<file path="config.mk">
export PLATFORM = sky130hd
export DESIGN_NAME = dsp_frame_loader_flat
export DESIGN_NICKNAME = d
export VERILOG_FILES = /design/src/rtl/dsp_pkg.sv /design/src/rtl/dsp_frame_loader_if.sv /design/src/rtl/dsp_frame_bank.sv /design/src/rtl/dsp_frame_loader.sv /design/src/flat_wrapper.sv
export SDC_FILE = /design/constraint.sdc
export NUM_CORES = 1
export LEC_CHECK = 0
export BUFFER_PORTS_ARGS = -buffer_cell sky130_fd_sc_hd__buf_2
export CAP_MARGIN = 10
export CORE_MARGIN = 2
export CORE_UTILIZATION = 52
export DETAILED_ROUTE_END_ITERATION = 8
export GPL_TIMING_DRIVEN = 0
export PLACE_DENSITY = 0.78
export SYNTH_ARGS = -nofsm -noshare
export SYNTH_HDL_FRONTEND = slang
export SYNTH_SLANG_ARGS = --single-unit
</file>
<file path="constraint.sdc">
create_clock -name clk -period 2.2 [get_ports clk]
set_input_delay 0.22 -clock clk [delete_from_list [all_inputs] [get_ports clk]]
set_output_delay 0.22 -clock clk [all_outputs]
set_load 0.01 [all_outputs]
</file>
<file path="src/rtl/dsp_pkg.sv">
//============================================================================
// dsp_pkg : shared constants, opcodes and dispatch-state encoding
// Rev 1.0
//============================================================================
`default_nettype none

package dsp_pkg;

    localparam int N_SAMPLES = 16;
    localparam int DW        = 8;
    localparam int IDX_W     = $clog2(N_SAMPLES);

    localparam logic [3:0] OP_FFT       = 4'd0;
    localparam logic [3:0] OP_IFFT      = 4'd1;
    localparam logic [3:0] OP_FIR       = 4'd2;
    localparam logic [3:0] OP_IIR       = 4'd3;
    localparam logic [3:0] OP_CONV      = 4'd4;
    localparam logic [3:0] OP_CORRELATE = 4'd5;

    typedef enum logic [1:0] {
        ST_IDLE  = 2'd0,
        ST_ISSUE = 2'd1,
        ST_WAIT  = 2'd2,
        ST_COOL  = 2'd3
    } fsm_state_t;

    function automatic logic [15:0] sat_inc16(input logic [15:0] v);
        return (v == 16'hFFFF) ? v : v + 16'd1;
    endfunction

endpackage

`default_nettype wire

</file>
<file path="src/rtl/dsp_frame_loader_if.sv">
//============================================================================
// dsp_frame_loader_if : sample stream, coefficient bus and accelerator link
// Rev 1.0
//============================================================================
`default_nettype none

interface dsp_frame_loader_if;
    import dsp_pkg::*;

    logic                    s_valid;
    logic [DW-1:0]           s_data;
    logic                    s_ready;
    logic                    flush;
    logic [3:0]              cfg_op;
    logic                    coef_we;
    logic [3:0]              coef_addr;
    logic [DW-1:0]           coef_wdata;
    logic                    acc_enable;
    logic [3:0]              acc_operation;
    logic [N_SAMPLES*DW-1:0] acc_data;
    logic [N_SAMPLES*DW-1:0] acc_coeff;
    logic                    acc_done;
    logic                    acc_error;

    // master: upstream source plus accelerator; slave: the loader itself
    modport master (
        output s_valid, s_data, flush, cfg_op, coef_we, coef_addr, coef_wdata,
               acc_done, acc_error,
        input  s_ready, acc_enable, acc_operation, acc_data, acc_coeff
    );

    modport slave (
        input  s_valid, s_data, flush, cfg_op, coef_we, coef_addr, coef_wdata,
               acc_done, acc_error,
        output s_ready, acc_enable, acc_operation, acc_data, acc_coeff
    );

endinterface

`default_nettype wire

</file>
<file path="src/rtl/dsp_frame_bank.sv">
//============================================================================
// dsp_frame_bank : one 16-sample frame buffer, single write port, flat read
// Rev 1.0
//============================================================================
`default_nettype none

module dsp_frame_bank
    import dsp_pkg::*;
(
    input  logic                    clk,
    input  logic                    rst_n,
    input  logic                    we,
    input  logic [IDX_W-1:0]        waddr,
    input  logic [DW-1:0]           wdata,
    output logic [N_SAMPLES*DW-1:0] rdata
);

    logic [DW-1:0] r_mem [N_SAMPLES];

    always_ff @(posedge clk) begin
        if (!rst_n) begin
            for (int k = 0; k < N_SAMPLES; k++) begin
                r_mem[k] <= '0;
            end
        end else if (we) begin
            r_mem[waddr] <= wdata;
        end
    end

    for (genvar i = 0; i < N_SAMPLES; i++) begin : g_flat
        assign rdata[i*DW +: DW] = r_mem[i];
    end

endmodule

`default_nettype wire

</file>
<file path="src/rtl/dsp_frame_loader.sv">
//============================================================================
// dsp_frame_loader : ping-pong frame collector and dispatcher for the DSP
//                    accelerator (issue, wait for done/error/timeout, cool)
// Rev 1.0
//============================================================================
`default_nettype none

module dsp_frame_loader
    import dsp_pkg::*;
#(
    parameter int DONE_TIMEOUT = 255
) (
    input  logic               clk,
    input  logic               rst_n,
    dsp_frame_loader_if.slave  bus,
    output logic               busy,
    output logic [31:0]        frame_count,
    output logic [15:0]        err_count,
    output logic               timeout_err
);

    localparam logic [7:0] C_TIMER_LAST = 8'(DONE_TIMEOUT - 1);

    logic [1:0]              r_full;
    logic                    r_wr_bank;
    logic                    r_rd_bank;
    logic [IDX_W-1:0]        r_wr_idx;
    logic [3:0]              r_op [2];
    logic [DW-1:0]           r_coef [N_SAMPLES];
    logic [N_SAMPLES*DW-1:0] r_acc_coeff;
    logic                    r_acc_enable;
    fsm_state_t              r_state;
    logic [7:0]              r_timer;
    logic                    r_err_pend;

    logic [N_SAMPLES*DW-1:0] w_bank_rdata [2];
    logic                    w_accept;
    logic                    w_last;
    logic                    w_err_hit;
    logic                    w_wait_exit;

    // flush outranks a same-cycle sample, which is simply dropped
    assign bus.s_ready = ~r_full[r_wr_bank];
    assign w_accept    = bus.s_valid & bus.s_ready & ~bus.flush;
    assign w_last      = w_accept && (r_wr_idx == IDX_W'(N_SAMPLES - 1));

    // an error seen during ISSUE is carried into the first WAIT cycle
    assign w_err_hit   = r_err_pend | bus.acc_error;
    assign w_wait_exit = (r_state == ST_WAIT) &&
                         (w_err_hit || bus.acc_done || (r_timer == C_TIMER_LAST));

    for (genvar b = 0; b < 2; b++) begin : g_bank
        dsp_frame_bank u_bank (
            .clk   (clk),
            .rst_n (rst_n),
            .we    (w_accept && (r_wr_bank == 1'(b))),
            .waddr (r_wr_idx),
            .wdata (bus.s_data),
            .rdata (w_bank_rdata[b])
        );
    end

    always_ff @(posedge clk) begin
        if (!rst_n) begin
            r_wr_idx  <= '0;
            r_wr_bank <= 1'b0;
            r_op[0]   <= '0;
            r_op[1]   <= '0;
        end else if (bus.flush) begin
            r_wr_idx <= '0;
        end else if (w_accept) begin
            if (w_last) begin
                r_op[r_wr_bank] <= bus.cfg_op;
                r_wr_bank       <= ~r_wr_bank;
                r_wr_idx        <= '0;
            end else begin
                r_wr_idx <= r_wr_idx + 1'b1;
            end
        end
    end

    // the fill side only sets a non-full bank, dispatch only clears a full one
    always_ff @(posedge clk) begin
        if (!rst_n) begin
            r_full <= '0;
        end else begin
            if (w_last) begin
                r_full[r_wr_bank] <= 1'b1;
            end
            if (w_wait_exit) begin
                r_full[r_rd_bank] <= 1'b0;
            end
        end
    end

    always_ff @(posedge clk) begin
        if (!rst_n) begin
            for (int k = 0; k < N_SAMPLES; k++) begin
                r_coef[k] <= '0;
            end
        end else if (bus.coef_we) begin
            r_coef[bus.coef_addr] <= bus.coef_wdata;
        end
    end

    always_ff @(posedge clk) begin
        if (!rst_n) begin
            r_state      <= ST_IDLE;
            r_acc_enable <= 1'b0;
            r_acc_coeff  <= '0;
            r_timer      <= '0;
            r_err_pend   <= 1'b0;
            r_rd_bank    <= 1'b0;
            frame_count  <= '0;
            err_count    <= '0;
            timeout_err  <= 1'b0;
        end else begin
            r_acc_enable <= 1'b0;
            case (r_state)
                ST_IDLE: begin
                    if (r_full[r_rd_bank]) begin
                        for (int k = 0; k < N_SAMPLES; k++) begin
                            r_acc_coeff[k*DW +: DW] <= r_coef[k];
                        end
                        r_acc_enable <= 1'b1;
                        r_state      <= ST_ISSUE;
                    end
                end
                ST_ISSUE: begin
                    r_timer    <= '0;
                    r_err_pend <= bus.acc_error;
                    r_state    <= ST_WAIT;
                end
                ST_WAIT: begin
                    if (w_wait_exit) begin
                        if (w_err_hit) begin
                            err_count <= sat_inc16(err_count);
                        end else if (bus.acc_done) begin
                            frame_count <= frame_count + 32'd1;
                        end else begin
                            timeout_err <= 1'b1;
                        end
                        r_err_pend <= 1'b0;
                        r_rd_bank  <= ~r_rd_bank;
                        r_state    <= ST_COOL;
                    end else begin
                        r_timer <= r_timer + 8'd1;
                    end
                end
                ST_COOL: begin
                    r_state <= ST_IDLE;
                end
                default: begin
                    r_state <= ST_IDLE;
                end
            endcase
        end
    end

    assign bus.acc_enable    = r_acc_enable;
    assign bus.acc_coeff     = r_acc_coeff;
    assign bus.acc_data      = w_bank_rdata[r_rd_bank];
    assign bus.acc_operation = r_op[r_rd_bank];
    assign busy              = (r_state != ST_IDLE) || (|r_full);

endmodule

`default_nettype wire

</file>
<file path="src/flat_wrapper.sv">
// flat-port wrapper written by rule: the top's interface ports become plain ports
module dsp_frame_loader_flat import dsp_pkg::*;
#(
    parameter int DONE_TIMEOUT = 255
)
  (clk, rst_n, busy, frame_count, err_count, timeout_err, bus_s_valid, bus_s_data, bus_flush, bus_cfg_op, bus_coef_we, bus_coef_addr, bus_coef_wdata, bus_acc_done, bus_acc_error, bus_s_ready, bus_acc_enable, bus_acc_operation, bus_acc_data, bus_acc_coeff);
  dsp_frame_loader_if bus_i ();
  input  logic clk;
  input  logic rst_n;
  output logic busy;
  output logic [31:0] frame_count;
  output logic [15:0] err_count;
  output logic timeout_err;
  input wire logic [$bits(bus_i.s_valid)-1:0] bus_s_valid;
  input wire logic [$bits(bus_i.s_data)-1:0] bus_s_data;
  input wire logic [$bits(bus_i.flush)-1:0] bus_flush;
  input wire logic [$bits(bus_i.cfg_op)-1:0] bus_cfg_op;
  input wire logic [$bits(bus_i.coef_we)-1:0] bus_coef_we;
  input wire logic [$bits(bus_i.coef_addr)-1:0] bus_coef_addr;
  input wire logic [$bits(bus_i.coef_wdata)-1:0] bus_coef_wdata;
  input wire logic [$bits(bus_i.acc_done)-1:0] bus_acc_done;
  input wire logic [$bits(bus_i.acc_error)-1:0] bus_acc_error;
  output wire logic [$bits(bus_i.s_ready)-1:0] bus_s_ready;
  output wire logic [$bits(bus_i.acc_enable)-1:0] bus_acc_enable;
  output wire logic [$bits(bus_i.acc_operation)-1:0] bus_acc_operation;
  output wire logic [$bits(bus_i.acc_data)-1:0] bus_acc_data;
  output wire logic [$bits(bus_i.acc_coeff)-1:0] bus_acc_coeff;
  assign bus_i.s_valid = bus_s_valid;
  assign bus_i.s_data = bus_s_data;
  assign bus_i.flush = bus_flush;
  assign bus_i.cfg_op = bus_cfg_op;
  assign bus_i.coef_we = bus_coef_we;
  assign bus_i.coef_addr = bus_coef_addr;
  assign bus_i.coef_wdata = bus_coef_wdata;
  assign bus_i.acc_done = bus_acc_done;
  assign bus_i.acc_error = bus_acc_error;
  assign bus_s_ready = bus_i.s_ready;
  assign bus_acc_enable = bus_i.acc_enable;
  assign bus_acc_operation = bus_i.acc_operation;
  assign bus_acc_data = bus_i.acc_data;
  assign bus_acc_coeff = bus_i.acc_coeff;
  dsp_frame_loader #(.DONE_TIMEOUT(DONE_TIMEOUT)) u_core (.clk(clk), .rst_n(rst_n), .bus(bus_i), .busy(busy), .frame_count(frame_count), .err_count(err_count), .timeout_err(timeout_err));
endmodule
</file>
# Word level (Yosys, flattened, before mapping)
# Memories as Yosys holds them, arrays and structs flattened. A register that Yosys moved wholly into a read port is not among the register bits.
# Cells that the tools add are included.
[totals]
register_bits = 69
ram_bits = 392
input_bits = 31
out_inout_bits = 312
elab_cells = 144
mem_count = 4
[mem_list]
columns = ["name", "words", "word_bits", "rd", "rd_ports_with_merged_regs", "write_ports", "line_no", "rtl"]
rows = [
  ["u_core.g_bank[0].u_bank.r_mem", 16, 8, 16, 0, 16, "dsp_frame_bank.sv:18", "logic [DW-1:0] r_mem [N_SAMPLES];"],
  ["u_core.g_bank[1].u_bank.r_mem", 16, 8, 16, 0, 16, "dsp_frame_bank.sv:18", ""],
  ["u_core.r_coef", 16, 8, 16, 16, 16, "dsp_frame_loader.sv:29", "logic [DW-1:0] r_coef [N_SAMPLES];"],
  ["u_core.r_op", 2, 4, 1, 1, 2, "dsp_frame_loader.sv:28", "logic [3:0] r_op [2];"],
]
[op_classes]
addsub = 4
magnitude_cmp = 5
eq_ne = 9
mux = 52
n_bitwise = 15
n_reduce_logical = 44
[op_table]
columns = ["cell", "n"]
rows = [
  ["128-bit two-way mux", 3],
  ["32-bit by 1-bit adder with 32-bit output, second input constant", 1],
  ["8-bit two-way mux", 4],
  ["1-bit two-way mux", 30],
  ["8-bit OR reduction", 3],
  ["4-bit two-way mux", 5],
  ["16-bit by 1-bit adder with 16-bit output, second input constant", 1],
  ["16-bit == test, second input constant", 1],
  ["1-bit logical NOT", 16],
  ["8-bit one-hot mux with 2 select lines", 1],
  ["2-bit AND reduction", 6],
  ["4-bit AND reduction", 3],
  ["2-bit two-way mux", 5],
  ["8-bit by 1-bit adder with 8-bit output, second input constant", 1],
  ["8-bit == test, second input constant", 1],
  ["1-bit inverter", 8],
  ["2-bit one-hot mux with 4 select lines", 1],
  ["1-bit logical AND", 6],
  ["4-bit by 1-bit adder with 4-bit output, second input constant", 1],
  ["2-bit == test, second input constant", 2],
  ["4-bit == test, second input constant", 1],
  ["1-bit by 2-bit < comparator with 1-bit output, second input constant", 2],
  ["2-bit by 1-bit != test with 1-bit output, second input constant", 2],
  ["2-bit nonzero test", 2],
  ["17 further kinds", 23],
]

# Logic depth before layout (Yosys ltp)
# Gate-level depths: netlist of the first run.
[logic_depth]
depth_word = 13
ltp_mapped = 7
depth_no_buf = 6

# Hierarchy
# A second synthesis of the first run with hierarchy kept.
[unflattened]
hier_cells = 2093
area_unflattened_um2 = 24797.5
[modules_own_cells]
columns = ["module", "n_inst", "cells_per_inst", "area_per_inst_um2", "seq_area_each_um2"]
rows = [
  ["dsp_frame_loader", 1, 1441, 14581.5, 8047.7],
  ["dsp_frame_bank (u_core.g_bank[0].u_bank)", 1, 326, 5356.4, 3843.7],
  ["dsp_frame_bank (u_core.g_bank[1].u_bank)", 1, 326, 4859.7, 3843.7],
]

# Worst setup path after synthesis of the first run
# No wires, ideal clock.
[synth_path]
path_kind = "register to register"
startpoint = "register u_core.r_wr_idx[2]"
endpoint = "memory u_core.g_bank[0].u_bank.r_mem[2][0] (enable)"
setup_time_ps = 384
arrival_ps = 1684
t_required_ps = 1816
path_slack_ps = 132
stages_incl_launch_ff = 6
path_buffers = 3
synth_period_minus_slack_ps = 2068
path_cell_list = "dfxtp_1 -> clkbuf_1 -> or2_2 -> clkbuf_1 -> clkbuf_1 -> o21ai_0"
[synth_lines]
columns = ["element", "line_no", "rtl"]
rows = [
  ["start: declaration", "dsp_frame_loader.sv:27", "logic [IDX_W-1:0] r_wr_idx;"],
  ["start signal: assignment", "dsp_frame_loader.sv:77", "r_wr_idx <= r_wr_idx + 1'b1;"],
  ["end: declaration", "dsp_frame_bank.sv:18", ""],
]

==> results of run 1 <==
cell type report:
cell class,count,area [sq um]
sequential,590,15700
antenna,3,7.51
clock buffer,83,1660
multi-input combinational,1341,8520
clock inverter,28,295
inverter,12,45.0
fill,3446,16700
buffer,116,613
timing repair buffer,371,1990
tap,607,759
worst paths after layout:
path | start | end | slack, ns | depth (start not counted)
hold / removal | bus_coef_wdata[5] | u_core.r_coef[8][5] | 0.04 | 2
hold reg to reg | u_core.bus.acc_coeff[62] | u_core.bus.acc_coeff[62] | 0.45 | 2
setup reg to reg | u_core.r_wr_bank | u_core.g_bank[1].u_bank.r_mem[15][6] | -0.15 | 5
setup / recovery | u_core.r_wr_bank | u_core.g_bank[1].u_bank.r_mem[15][6] | -0.15 | 5
stage by stage:
stage,hold slack [ns],instance area [sq um],power [W]
floorplan,0.385,24300,0.0130
global placement,0.442,26800,0.0136
detailed placement,0.440,26800,0.0136
CTS,0.000305,29200,0.0237
global route,0.0161,29600,0.0243
finish,0.0397,29600,0.0237
cells by family (layout without fill, tap and decap cells):
| kind of cell | after synthesis | after routing |
|---|---|---|
| DFF | 590 | 590 |
| and+or+nand+nor | 910 | 910 |
| adders and majority gates | 12 | 12 |
| buffers and inverters | 129 | 610 |
| other | 0 | 3 |
| AOI/OAI and AO/OA | 261 | 261 |
| xor gates and xnor gates | 17 | 17 |
| muxes | 141 | 141 |
synthesized netlist by cell type, drive strengths merged (9+ instances only):
cell type and instances:
nand3 32, mux2i 9, nand2 294, dfxtp 198, or3 20, nand4 23
o31ai 13, mux2 132, ha 12, nor2 71, edfxtp 392, and3 9
inv 12, o21ai 66, clkbuf 111, xor2 13, and2 396, nand2b 18
or4 15, a21oi 168
flip-flops by register name, summed over array words and instances (netlist names), named ones only:
name / count
u_core.r_full: 2
u_core.r_wr_bank: 1
u_core.r_op: 8
u_core.bus.acc_enable: 1
u_core.bus.acc_coeff: 128
u_core.r_state: 2
u_core.g_bank.u_bank.r_mem: 256
u_core.r_coef: 128
u_core.r_err_pend: 1
u_core.timeout_err: 1
u_core.r_rd_bank: 1
u_core.frame_count: 32
u_core.r_timer: 8
u_core.r_wr_idx: 4
u_core.err_count: 16
metal layers:
metal | wire length (um) | share of wire | up-vias | GRT usage
met5 | 22 | 0.00032 | - | 0
met4 | 2420 | 0.036 | 4 | 0.111
met3 | 5970 | 0.088 | 152 | 0.0628
met2 | 33200 | 0.49 | 836 | 0.457
met1 | 26300 | 0.39 | 8572 | 0.342
li1 | - | - | 8057 | -
where the power goes:
part           total (W)  switching [W]  internal [W]
Sequential        0.0123       0.000123        0.0121
Clock             0.0102        0.00432       0.00585
Combinational    0.00126       0.000850      0.000412
critical path: stages, from the launching register on:
cell and delay (ns):
dfxtp_1 0.42, nor2b_1 0.48, nand3_2 0.46, nor2_1 0.29, clkbuf_1 0.36, and2_1 0.19
repair_timing:
item	in CTS	in global routing
setup buffers	2	1
endpoints found under the hold margin	38	0
setup endpoints to repair	622	547
hold buffers	20	0
cloned	0	1
gates resized for setup	113	105
pin swaps	2	0
==> flow_summary.json, run 1 <==
{
  "grt_first_pass_wirelength_mm": 98.8,
  "critPathKind": "reg -> reg",
  "async_flop_share": 0,
  "cts.sinks": 590,
  "start_kind": "flip-flop",
  "cp.required_ns": 2.69,
  "synth_top_family_by_area": "simple AND/OR/NAND/NOR gates",
  "worstMarginPinSlew_ns": 1.24,
  "grt_pass1_vias": 16900,
  "globalplace.congestion": 0.910,
  "syn_area_sq_um": 24300,
  "max_cap_violations": 0,
  "grt_usage": 0.272,
  "areaGrowthSynthToFinish_pct": 22.0,
  "hpwl_mm": 46.5,
  "synth-xor-area-share": 0.00613,
  "synthAdderAreaFrac": 0.00618,
  "grt_antenna_before_repair": 5,
  "fmax_ghz": 0.425,
  "synth.mux.area_fraction": 0.0649,
  "synth_ff_type": "edfxtp_1",
  "cts_max_level": 2,
  "drt_iter0_markers": 1473,
  "synth_compound_area_frac": 0.0569,
  "cts.clk_slew.worst_paths_ns": 0.06,
  "p_leak_nw": 11.3,
  "final_cell_mix": "396 x and2_1, 392 x edfxtp_1, 345 x buf_2",
  "synth_top_area_share": 0.485,
  "core_area_sq_um": 46400,
  "insertion_delay_ns": 0.63,
  "slew_violations": 0,
  "rows": 79,
  "yosys_warnings": 0,
  "synth_edf_count": 392,
  "ir_worst_vdd_uv": 633,
  "yosys.area.top_type": "edfxtp_1",
  "cp_data_arrival_time_ns": 2.84,
  "placedCellCount": 3009,
  "wl_per_cell_um": 21.6,
  "drc": 0,
  "layout_setup_ws_ns": -0.152,
  "final_nets": 2534,
  "cts_tree": "yes",
  "netlist_top_cells_area": "edfxtp_1 48%, dfxtp_1 16%, and2_1 10%",
  "synthesis.nets": 2103,
  "violations": "negative setup slack",
  "io_pins": 343,
  "dieArea_sq_um": 48400,
  "rsz0062_at_grt": "yes",
  "cts_made_buffers": 59,
  "post-route-min-period_ns": 2.35,
  "slew_headroom": 0.163,
  "finish.utilization": 0.639,
  "final_common_cell": "and2_1",
  "vias": 17600,
  "die_y_um": 220,
  "tns_ns": -6.12,
  "drive_above_1_share": 0.265,
  "synth.yosys.seq_area_share": 0.648,
  "syn_inst": 2060,
  "antenna_left": 0,
  "status": "finished, violations left",
  "powerDensity_nw_per_um2": 800,
  "finalCritPeriodShare": 1.07,
  "root_buffer": "clkbuf_16",
  "dp_slack_ns": -1.04,
  "routed_wl_mm": 68.0,
  "start_util": 0.524,
  "cp-end-kind": "flip-flop",
  "port_buffers": 341,
  "firstDrtPassIters": 5,
  "yosysUniqueCellTypes": 47,
  "instances_no_fill": 3151,
  "synth-simple-area-share": 0.198,
  "hp-class": "in -> reg",
  "cts_buffer_depth": 3,
  "final-hold-violation-count": 0,
  "clock_skew_ns": 0.0206,
  "ys_ff_latch": 590,
  "path_max_fanout": 10,
  "die_w_um": 220,
  "setup_violations": 142,
  "avgSynthCellArea_sq_um": 11.8,
  "vias_per_cell": 5.59,
  "grt_max_degree": 17,
  "grt-ovfl-total": 0
}
Note: power is estimated with default switching activity, not from simulation.
==> inputs of run 2 (changes only) <==
ABC_AREA = 1   (was default)
CORE_UTILIZATION = 57   (was 52)
PLACE_DENSITY = 0.82   (was 0.78)
clock period = 2.5 ns   (was 2.2 ns; I/O delays follow)
==> flow_summary.json, run 2 <==
{
  "vias": 19600,
  "start_kind": "flip-flop",
  "grt_pass1_vias": 18600,
  "synthesis.nets": 2581,
  "p_leak_nw": 12.1,
  "yosys.area.top_type": "edfxtp_1",
  "post-route-min-period_ns": 2.43,
  "tns_ns": 0,
  "routed_wl_mm": 69.1,
  "drive_above_1_share": 0.167,
  "worst_hold_path.endpoint": "u_core.g_bank[0].u_bank.r_mem[1][7]",
  "netlist_top_cells_area": "edfxtp_1 50%, dfxtp_1 17%, nor2_1 12%",
  "rows": 74,
  "cts_buffer_depth": 3,
  "core_area_sq_um": 40900,
  "drt_iter0_markers": 2151,
  "die_y_um": 208,
  "slew_headroom": 0.201,
  "hold_depth": 3,
  "worstMarginPinSlew_ns": 1.20,
  "final_cell_mix": "759 x nor2_1, 631 x nand2_1, 392 x edfxtp_1",
  "syn_area_sq_um": 23700,
  "status": "completed",
  "antennaDiodeCount": 0,
  "cp_slowest_cell": "dfxtp_1",
  "clock_skew_ns": 0.0230,
  "synth_common_cells": "762 x nor2_1, 643 x nand2_1, 392 x edfxtp_1, 198 x dfxtp_1, 154 x o21ai_0",
  "hold_path.startpoint": "bus_s_data[7]",
  "ys_ff_latch": 590,
  "grt_max_degree": 16,
  "final_common_cell": "nor2_1",
  "max_stage_delay_ns": 0.45,
  "regMostFlops": "u_core.g_bank.u_bank.r_mem",
  "fmax_ghz": 0.412,
  "root_buffer": "clkbuf_16",
  "cp-end-kind": "flip-flop",
  "cp_data_arrival_time_ns": 2.71,
  "yosysMostFrequentCell": "nor2_1",
  "r2r-end": "u_core.g_bank[1].u_bank.r_mem[14][6]",
  "placedCellCount": 3411,
  "grt_usage": 0.313,
  "firstDrtPassIters": 8,
  "yosysUniqueCellTypes": 29,
  "globalplace.congestion": 0.929,
  "insertion_delay_ns": 0.63,
  "reg2reg_depth": 7,
  "instances_no_fill": 3535,
  "final-hold-violation-count": 0,
  "drc": 0,
  "hpwl_mm": 47.5,
  "slew_violations": 0,
  "syn_inst": 2538,
  "antenna_left": 0,
  "cts_tree": "yes",
  "areaGrowthSynthToFinish_pct": 18.7,
  "dieArea_sq_um": 43200,
  "max_cap_violations": 0,
  "yosys_warnings": 0,
  "port_buffers": 341,
  "cts.clk_slew.worst_paths_ns": 0.06,
  "hp-class": "in -> reg",
  "hold_slack_ns": 0.0295,
  "path_max_fanout": 10,
  "setup_violations": 0,
  "dp_slack_ns": -0.347,
  "synth_top_area_share": 0.497,
  "rsz0062_at_grt": "yes",
  "synth_edf_count": 392,
  "cts_made_buffers": 58,
  "synth.yosys.seq_area_share": 0.664,
  "layout_setup_ws_ns": 0.0741,
  "final_nets": 3000,
  "r2r_setup_slack_ns": 0.07,
  "grt_antenna_before_repair": 1,
  "start_util": 0.579,
  "synth_ff_type": "edfxtp_1",
  "wl_per_cell_um": 19.5,
  "powerDensity_nw_per_um2": 780,
  "avgSynthCellArea_sq_um": 9.34,
  "grt_first_pass_wirelength_mm": 104,
  "ir_worst_vdd_uv": 552,
  "vias_per_cell": 5.55,
  "async_flop_share": 0,
  "cp_common_cell": "nand2_1",
  "io_pins": 343,
  "largest_reg_flops": 256,
  "die_w_um": 208,
  "cp.required_ns": 2.78,
  "cts.sinks": 590,
  "finish.utilization": 0.687,
  "crit_chain": "inv_2, a21oi_2, nand2_1, nor3_4, buf_4, nand2_1, nand2_1",
  "critPathKind": "reg -> reg",
  "timing.rr.start": "u_core.r_wr_bank",
  "finalCritPeriodShare": 0.970,
  "cts_max_level": 2,
  "grt-ovfl-total": 0
}
run 2: metrics by stage:
stage | power [W] | cell area [sq um]
3_3_place_gp | 0.0135 | 26100
4_1_cts | 0.0219 | 28100
3_5_place_dp | 0.0136 | 26100
2_1_floorplan | 0.0124 | 23700
6_report | 0.0219 | 28100
5_1_grt | 0.0225 | 28100
run 2: cell families after synthesis:
kind of cell / count (synthesis) / share of synthesized area
and+or+nand+nor: 1483 / 0.242
DFF: 590 / 0.664
buffers and inverters: 222 / 0.0356
AOI/OAI and AO/OA: 215 / 0.0459
xor gates and xnor gates: 12 / 0.00444
adders and majority gates: 12 / 0.00634
muxes: 4 / 0.00190
run 2: worst max path at each step:
stage / slack (ns) / startpoint / endpoint / cells after the start
floorplan: 0.47 / u_core.r_wr_bank / u_core.g_bank[1].u_bank.r_mem[11][0] / 7
global placement: -0.27 / rst_n / u_core.g_bank[1].u_bank.r_mem[10][0] / 8
detailed placement: -0.35 / rst_n / u_core.g_bank[1].u_bank.r_mem[10][3] / 8
CTS: 0.02 / u_core.r_rd_bank / bus_acc_data[62] / 6
global route: -0.03 / u_core.r_wr_bank / u_core.g_bank[1].u_bank.r_mem[14][6] / 7
finish: 0.07 / u_core.r_wr_bank / u_core.g_bank[1].u_bank.r_mem[14][6] / 7
run 2: area by class of cell:
cell class                      count  area [sq um]
Tap cell                          532           666
Timing Repair Buffer              359          1880
Sequential cell                   590         15700
Clock buffer                       75          1590
Buffer                            122           508
Clock inverter                     31           226
Inverter                          100           375
Fill cell                        3037         12800
Multi-Input combinational cell   1726          7150
run 2: worst max-delay path: cells and delay by family, from the launching register on:
family                 cells  cell delay (ns)
AND/OR/NAND/NOR            4             1.07
flip-flops                 1             0.45
buffers and inverters      2             0.37
AO/OA/AOI/OAI              1             0.18
run 2: power breakdown:
part	leakage (nW)	internal, W	switching [W]	total [W]
combinational	5.67	0.000740	0.00193	0.00267
clock	0.896	0.00468	0.00377	0.00844
sequential	5.54	0.0107	0.000122	0.0108
run 2: layer usage:
layer,global-route usage,wire length (um),vias up
met5,0,8,-
met4,0.143,3170,2
met3,0.0678,7910,225
met2,0.527,33300,1194
met1,0.388,24700,9134
li1,-,-,9050
run 2: timing repair:
action / 4_1_cts / 5_1_grt
gates cloned: 0 / 0
pin swaps: 2 / 0
endpoints found under the setup margin: 290 / 237
resized for setup: 25 / 26
setup buffers: 4 / 0
endpoints found under the hold margin: 21 / 0
hold buffers: 14 / 0
